<file path="config.mk">
export PLATFORM = sky130hd
export DESIGN_NAME = pio_pulse_sequencer
export DESIGN_NICKNAME = d
export VERILOG_FILES = /design/src/rtl/pio_pulse_sequencer.sv
export SDC_FILE = /design/constraint.sdc
export NUM_CORES = 1
export LEC_CHECK = 0
export ABC_AREA = 1
export CAP_MARGIN = 0
export CORE_ASPECT_RATIO = 1.1
export CORE_MARGIN = 2
export CORE_UTILIZATION = 30
export DETAILED_ROUTE_END_ITERATION = 8
export SETUP_SLACK_MARGIN = 0.3
export SYNTH_ARGS = -nofsm -noshare
export SYNTH_HDL_FRONTEND = slang
export SYNTH_SLANG_ARGS = --single-unit
</file>
<file path="constraint.sdc">
create_clock -name clk_clk -period 1.8 [get_ports clk_clk]
set_input_delay 0.27 -clock clk_clk [delete_from_list [all_inputs] [get_ports clk_clk]]
set_output_delay 0.27 -clock clk_clk [all_outputs]
set_load 0.03 [all_outputs]
</file>
<file path="src/rtl/pio_pulse_sequencer.sv">
// Pulse-train sequencer commanded by an HPS toggle/opcode PIO word; reports {ack,busy,err,armed,done_cnt}.
// Latency: ack 3 edges after a toggle change (SYNC_STAGES=2); pulse_out rises the cycle after FIRE/trigger.
// Backpressure: none; one command per toggle, and commands that cannot run now are dropped and flagged in err.
module pio_pulse_sequencer #(
  parameter int PW_SCALE    = 4,
  parameter int SYNC_STAGES = 2
) (
  input  logic       clk_clk,
  input  logic       reset_reset_n,
  input  logic [7:0] pio_out,
  output logic [7:0] pio_in,
  input  logic       trig_in,
  output logic       pulse_out
);

  typedef enum logic [1:0] {
    IDLE     = 2'd0,
    ARMED    = 2'd1,
    PULSE_HI = 2'd2,
    PULSE_LO = 2'd3
  } state_t;

  localparam logic [2:0] OP_NOP   = 3'd0;
  localparam logic [2:0] OP_WIDTH = 3'd1;
  localparam logic [2:0] OP_COUNT = 3'd2;
  localparam logic [2:0] OP_ARM   = 3'd3;
  localparam logic [2:0] OP_FIRE  = 3'd4;
  localparam logic [2:0] OP_ABORT = 3'd5;
  localparam logic [2:0] OP_CLEAR = 3'd6;
  localparam logic [2:0] OP_RSVD  = 3'd7;

  // 12 bits covers the worst case (15+1)*255-1 = 4079 without wrapping.
  localparam logic [11:0] PW_SCALE_W = 12'(PW_SCALE);

  // Synchronisers and trigger edge detection
  logic [SYNC_STAGES-1:0] tog_sync;
  logic [SYNC_STAGES-1:0] trig_sync;
  logic                   trig_prev;
  logic                   trig_edge;

  // Architectural state
  state_t      state, state_nxt;
  logic        ack;
  logic        err, err_nxt;
  logic [3:0]  done_cnt, done_nxt;
  logic [3:0]  width_reg, width_nxt;
  logic [3:0]  count_reg, count_nxt;
  logic [11:0] wcnt, wcnt_nxt;
  logic [3:0]  pcnt, pcnt_nxt;

  // Command decode
  logic        cmd_vld;
  logic [2:0]  cmd_op;
  logic [3:0]  cmd_arg;
  logic        busy;
  logic        armed;
  logic [11:0] width_load;

  assign cmd_vld = tog_sync[SYNC_STAGES-1] ^ ack;
  assign cmd_op  = pio_out[6:4];
  assign cmd_arg = pio_out[3:0];
  assign busy    = (state != IDLE);
  assign armed   = (state == ARMED);

  // Phase length minus one, so a phase lasts exactly (WIDTH+1)*PW_SCALE clocks.
  assign width_load = ({8'd0, width_reg} + 12'd1) * PW_SCALE_W - 12'd1;

  assign pio_in = {ack, busy, err, armed, done_cnt};

  // Toggle and trigger synchronisers plus a registered trigger rising-edge strobe.
  always_ff @(posedge clk_clk or negedge reset_reset_n) begin
    if (!reset_reset_n) begin
      tog_sync  <= '0;
      trig_sync <= '0;
      trig_prev <= 1'b0;
      trig_edge <= 1'b0;
    end else begin
      tog_sync  <= {tog_sync[SYNC_STAGES-2:0], pio_out[7]};
      trig_sync <= {trig_sync[SYNC_STAGES-2:0], trig_in};
      trig_prev <= trig_sync[SYNC_STAGES-1];
      trig_edge <= trig_sync[SYNC_STAGES-1] & ~trig_prev;
    end
  end

  // State, counters, configuration and status registers.
  always_ff @(posedge clk_clk or negedge reset_reset_n) begin
    if (!reset_reset_n) begin
      state     <= IDLE;
      ack       <= 1'b0;
      err       <= 1'b0;
      done_cnt  <= 4'd0;
      width_reg <= 4'd0;
      count_reg <= 4'd0;
      wcnt      <= 12'd0;
      pcnt      <= 4'd0;
      pulse_out <= 1'b0;
    end else begin
      state     <= state_nxt;
      err       <= err_nxt;
      done_cnt  <= done_nxt;
      width_reg <= width_nxt;
      count_reg <= count_nxt;
      wcnt      <= wcnt_nxt;
      pcnt      <= pcnt_nxt;
      pulse_out <= (state_nxt == PULSE_HI);
      if (cmd_vld) begin
        ack <= ~ack;
      end
    end
  end

  // Sequencing first, then an accepted command overrides it for this cycle.
  always_comb begin
    state_nxt = state;
    err_nxt   = err;
    done_nxt  = done_cnt;
    width_nxt = width_reg;
    count_nxt = count_reg;
    wcnt_nxt  = wcnt;
    pcnt_nxt  = pcnt;

    case (state)
      IDLE: begin
        wcnt_nxt = wcnt;
      end
      ARMED: begin
        if (trig_edge) begin
          state_nxt = PULSE_HI;
          wcnt_nxt  = width_load;
          pcnt_nxt  = count_reg;
        end
      end
      PULSE_HI: begin
        if (wcnt == 12'd0) begin
          state_nxt = PULSE_LO;
          wcnt_nxt  = width_load;
        end else begin
          wcnt_nxt = wcnt - 12'd1;
        end
      end
      PULSE_LO: begin
        if (wcnt == 12'd0) begin
          if (pcnt == 4'd0) begin
            // Burst finished: done_cnt wraps 15 -> 0 naturally.
            state_nxt = IDLE;
            done_nxt  = done_cnt + 4'd1;
          end else begin
            state_nxt = PULSE_HI;
            wcnt_nxt  = width_load;
            pcnt_nxt  = pcnt - 4'd1;
          end
        end else begin
          wcnt_nxt = wcnt - 12'd1;
        end
      end
      default: begin
        state_nxt = IDLE;
      end
    endcase

    if (cmd_vld) begin
      case (cmd_op)
        OP_NOP: begin
          err_nxt = err;
        end
        OP_WIDTH: begin
          if (busy) err_nxt   = 1'b1;
          else      width_nxt = cmd_arg;
        end
        OP_COUNT: begin
          if (busy) err_nxt   = 1'b1;
          else      count_nxt = cmd_arg;
        end
        OP_ARM: begin
          if (busy) err_nxt   = 1'b1;
          else      state_nxt = ARMED;
        end
        OP_FIRE: begin
          if (busy) begin
            err_nxt = 1'b1;
          end else begin
            state_nxt = PULSE_HI;
            wcnt_nxt  = width_load;
            pcnt_nxt  = count_reg;
          end
        end
        OP_ABORT: begin
          // An abort that coincides with the last low phase must not count as completed.
          state_nxt = IDLE;
          wcnt_nxt  = 12'd0;
          pcnt_nxt  = 4'd0;
          done_nxt  = done_cnt;
        end
        OP_CLEAR: begin
          if (busy) begin
            err_nxt = 1'b1;
          end else begin
            err_nxt  = 1'b0;
            done_nxt = 4'd0;
          end
        end
        OP_RSVD: begin
          err_nxt = 1'b1;
        end
        default: begin
          err_nxt = 1'b1;
        end
      endcase
    end
  end

endmodule

</file>
; ---- Yosys cells after proc, flatten, opt, wreduce, memory -nomap -nowiden
; Cells that the tools add are included.
[word_totals]
ff_bits = 39
in_bits = 11
out_inout_bits = 9
word_cells = 78
[op_classes]
add_sub_neg = 5
eq_ne = 13
mux = 33
bitwise_logic = 5
reduce_logical = 9
[ops]
columns = op, n
row1 = 2-to-1 mux 12 bit, 6
row2 = case mux 12 bit (4 select lines), 1
row3 = 2-to-1 mux 4 bit, 10
row4 = case mux 12 bit (2 select lines), 1
row5 = case mux 4 bit (2 select lines), 3
row6 = 2-to-1 mux 2 bit, 7
row7 = "equality test 3 bit, second input constant", 4
row8 = zero test 12 bit, 1
row9 = case mux 2 bit (3 select lines), 2
row10 = "subtractor 12 x 1 -> 12 bit, second input constant", 1
row11 = AND reduction 3 bit, 3
row12 = "subtractor 7 x 1 -> 8 bit, second input constant", 1
row13 = "equality test 2 bit, second input constant", 3
row14 = "equality test 3 x 2 -> 1 bit, second input constant", 2
row15 = "adder 4 x 1 -> 5 bit, second input constant", 1
row16 = "adder 4 x 1 -> 4 bit, second input constant", 1
row17 = zero test 4 bit, 1
row18 = OR reduction 4 bit, 1
row19 = "subtractor 4 x 1 -> 4 bit, second input constant", 1
row20 = "equality test 3 x 1 -> 1 bit, second input constant", 1
row21 = NOT 1 bit, 3
row22 = case mux 1 bit (3 select lines), 1
row23 = nonzero test 3 bit, 1
row24 = "equality test 2 x 1 -> 1 bit, second input constant", 1
row25 = other kinds (7), 8

; ---- Depth between registers and ports, before layout
[logic_depth]
word_depth = 8
depth_mapped = 13
mapped_depth_nobuf = 13

; ---- Worst setup path before layout
; OpenSTA, ideal clock, no wires.
[synth_timing]
path_kind = reg2reg
start = reg pcnt[0]
end = reg wcnt[10]
setup_ps = 116
arrival_time_ps = 1624
required_ps = 1684
setup_slack_ps = 60
path_stages_with_launch = 14
path_buffers = 0
synth_period_minus_slack_ps = 1740
cell_sequence = dfrtp_1 -> inv_1 -> ha_1 -> inv_1 -> nor3_4 -> nand3_2 -> nand2_2 -> inv_2 -> nand2_2 -> nand2_4 -> nand2_2 -> nand3_1 -> nand2_1 -> nand2_1
[synth_via]
elab_chain_len = 7
[synth_rtl]
columns = element, line_no
row1 = start: declaration, 49  ; logic [3:0] pcnt, pcnt_nxt;
row2 = start signal: assignment, 104  ; pcnt <= pcnt_nxt;
row3 = zero test 4 bit *, 143  ; if (pcnt == 4'd0) begin
row4 = 2-to-1 mux 12 bit *, 143
row5 = 2-to-1 mux 12 bit *, 142  ; if (wcnt == 12'd0) begin
row6 = case mux 12 bit (4 select lines) *, 122  ; case (state)
row7 = 2-to-1 mux 12 bit, 179  ; if (busy) begin
row8 = case mux 12 bit (2 select lines), 162  ; case (cmd_op)
row9 = 2-to-1 mux 12 bit *, 161  ; if (cmd_vld) begin
row10 = via wcnt_nxt[10], 48  ; logic [11:0] wcnt, wcnt_nxt;
row11 = end signal: assignment, 103  ; wcnt <= wcnt_nxt;
row12 = end: declaration, 48
; Mark *: on every way through the listed nets, which the timed path passes. The rest lies on a longest branch.
; A chain may end at the register's enable or synchronous reset.

; ---- Worst setup path in the final report
[layout_timing]
start = reg wcnt[1]
end = reg wcnt[7]
[layout_via]
elab_chain_len = 6
elab_cells_between_ends = 8
classes_between = add/sub (1) / mux (6) / reduce/logical (1)
[layout_rtl]
columns = element, line_no
row1 = subtractor 12 x 1 -> 12 bit or zero test 12 bit (tied branches), -
row2 = "2-to-1 mux 12 bit, on equally long branches", "142, 134"
row3 = case mux 12 bit (4 select lines) *, 122
row4 = 2-to-1 mux 12 bit, 179
row5 = case mux 12 bit (2 select lines), 162
row6 = 2-to-1 mux 12 bit *, 161
row7 = via wcnt_nxt[7], 48
; Marks and branches as above.

==> summary.txt <==
Status - complete, no violations
Nets - 480
Synth Register Bits - 39
CP endpoint kind - flop
Dpl cells - 539
Drt wl/cell - 14.5 um
Synthesized area - 0.00274 mm^2
Hold Fails Final Rpt - 0
Worst R2R End - wcnt[7]
Largest net degree at the start of global routing - 24
Initial Utilization - 0.308
Max-slew violation count - 0
Root Driver - clkbuf_8
HP Class - flop to flop
Area growth syn-to-layout - 46.8%
CTS tree - done
Die W - 95.1 um
Kind of critical path - flop to flop
Full die area - 0.00990 mm^2
DRT iter0 DRCs - 147
Routed wire length - 8430 um
Tcrit/Tclk final - 0.949
Period minus WS final - 1.71 ns
Total number of vias - 2904
Setup ws final - 0.0926 ns
Max reg flops - 12
WP data required - 2.00 ns
Routing usage on met1 - 0.224
Placer Congestion - 0.924
CTS Sinks - 39
Grt met3 use - 0.0268
Depth of the worst hold-timing path - 0
CP arrival - 1.90 ns
CTS max path bufs - 2
Clock latency on the worst-skew pair - 0.30 ns
FF+latch area - 977 um^2
Die Y - 104 um
H-Tree Depth - 2
Pwr dens - 1590 mW/mm^2
Routed Antenna Nets - 0
Global routing usage on met2 - 0.292
Antenna Cells - 0
First-pass GRT wire length - 13600 um
Vias in the first global route - 2841
Leak Pwr - 1.97 nW
Final number of setup-violating endpoints - 0
Hold Startpoint - trig_sync[0]
Critical path launch point type - flop
Number of buffers created by CTS - 5
Share of cells above drive strength 1 - 0.361
Post-synthesis sequential area ratio - 0.357
R2r setup slk - 0.09 ns
Post-Place Setup Slack - -0.0207 ns
Port bufs - 19
Total grt overflow - 0
Synth warn - 0
Worst Reg-to-Reg Cells - 14
Clk pin slew, worst setup/hold paths - 0.08 ns
Biggest register - wcnt
Initial antenna violation count - 0
CORE AREA - 0.00887 mm^2
Worst Hold Path EP - trig_sync[1]
Final Non-Filler Cells - 580
Synthesized instance count - 384
Synth unique cells - 41
Maxcap violations - 0
# IOs - 20
Syn_area_per_cell - 7.13 um^2
RSZ-0062 raised after global routing - true
Fraction of registers with async set/reset - 1.00
Final Skew - 0.00655 ns
Overall Global Routing Usage - 0.172
Post-synth top flop - dfrtp_1
Mean number of vias per cell - 5.01
Launch point of the worst reg-to-reg path - wcnt[1]
GRT Max-Usage Layer - met2
Fillers - 855
Worst-path maximum fanout - 5
Number of cell rows - 36
Peak VDD IR - 0.736 mV
Syn nets - 399
Post-synth EDFFs - 0
Residual DRC - 0
First-pass detailed-route iteration total - 4
Worst-Margin Slew - 0.497 ns
Multi-input gate area - 0.00181 mm^2
Slew headroom - 0.669
DP Wirelength - 5780 um
Achievable frequency - 586 MHz
## routing by layer
| layer | up-vias | routed length [um] |
|---|---|---|
| li1 | 1417 | - |
| met1 | 1400 | 3580 |
| met2 | 75 | 4390 |
| met3 | 12 | 352 |
| met4 | 0 | 120 |
| met5 | - | 0 |
## repair_timing
action / in CTS / in global routing
hold buffers: 1 / 0
pin swaps: 36 / 31
endpoints found under the hold margin: 18 / 0
setup buffers: 24 / 8
endpoints found under the setup margin: 32 / 32
gates resized for setup: 74 / 33
## area by class of cell
cell class              instances  area share
multi-input cells             282       0.452
flip-flops and latches         39       0.243
repair buffers                 86       0.187
inverters                      51      0.0501
well taps                     114      0.0355
clock buffers                   6      0.0181
clock inverters                 2      0.0149
## synth_stat cells, types with 2 or more instances
cell       n  share of area
buf_4      4          0.011
nand4_1    5          0.011
o211ai_1   5          0.014
o21ai_1    3         0.0055
inv_1     41          0.056
nand3_1   33          0.060
o22ai_1    3         0.0069
a31oi_1    3         0.0069
or2_1      2         0.0046
a21oi_1   14          0.026
nor2_2     5          0.011
o31ai_1    2         0.0055
buf_2      4         0.0073
xor2_1     9          0.029
nand3_2    2         0.0073
nor2_1    41          0.056
nor3_1     4         0.0073
inv_2      8          0.011
dfrtp_1   39           0.36
nand2_2   11          0.025
nor2_4     3          0.012
nand2_1   87           0.12
nand2_4    2         0.0082
clkbuf_1   3         0.0041
o21ai_0   29          0.053
a221oi_1   4          0.013
ha_1       4          0.018
## how the worst max path moves through the flow
stage                       startpoint     endpoint  slack (ns)
after floorplan                pcnt[0]     wcnt[10]        0.06
after global placement      pio_out[6]  done_cnt[2]       -0.03
after detailed placement       wcnt[1]      wcnt[7]       -0.02
after CTS                 width_reg[0]      wcnt[7]        0.07
after global routing           wcnt[1]      wcnt[9]       -0.06
final                          wcnt[1]      wcnt[7]        0.09
## per-stage QoR
step	hold slack [ns]	utilization	setup TNS [ns]	cell area, um^2	power, mW
2_1_floorplan	-0.0256	-	0	2760	3.51
3_3_place_gp	0.264	0.370	-0.0276	3280	4.41
3_5_place_dp	0.267	0.370	-0.0618	3280	4.47
4_1_cts	0.359	0.429	0	3810	5.92
5_1_grt	0.374	0.453	-0.219	4020	6.85
6_report	0.355	0.453	0	4020	6.37
## placed cells by master (no fill, tap or decap), types with 3 or more instances in the layout
| cell type | count |
|---|---|
| nand3_1 | 19 |
| clkbuf_8 | 5 |
| o211ai_1 | 5 |
| dfrtp_1 | 38 |
| nor2_2 | 7 |
| dlygate4sd2_1 | 7 |
| ha_4 | 3 |
| a221oi_1 | 4 |
| clkdlybuf4s50_1 | 9 |
| xor2_1 | 8 |
| o21ai_0 | 18 |
| buf_6 | 12 |
| nand3_2 | 14 |
| a31oi_1 | 3 |
| o21ai_1 | 5 |
| a21oi_1 | 13 |
| nand4_1 | 5 |
| nand2_2 | 12 |
| nor3_1 | 3 |
| inv_1 | 34 |
| nor2_1 | 36 |
| inv_2 | 13 |
| nand2_1 | 80 |
| nor2_4 | 6 |
| nand2_4 | 8 |
| buf_4 | 51 |
| o21ai_2 | 8 |
## power breakdown
group          leakage, nW  switching (mW)  internal (mW)
Clock               0.0654           0.330          0.555
Combinational         1.42            2.31           1.72
Sequential           0.486           0.283           1.18
Total                 1.97            2.92           3.45
## logic make-up (layout without fill, tap and decap cells)
kind of cell,after synthesis,after routing,share of synthesized area
AOI/OAI and AO/OA,70,70,0.154
adders and majority gates,4,4,0.0183
DFF,39,39,0.357
xor gates and xnor gates,10,10,0.0348
buffers and inverters,63,145,0.0983
and+or+nand+nor,198,198,0.338
## worst max-delay path: stages, from the launching register on
cell and delay (ns):
dfrtp_1 0.41, inv_2 0.09, ha_4 0.15, nand2_4 0.06, nor2_4 0.14, buf_6 0.13, nand3_4 0.07, nand2_4 0.08
inv_4 0.05, nand2_2 0.08, nand2_4 0.09, nand2_2 0.10, nand3_2 0.07, nand2_1 0.06, nand2_1 0.05
Note: power is estimated with default switching activity, not from simulation.
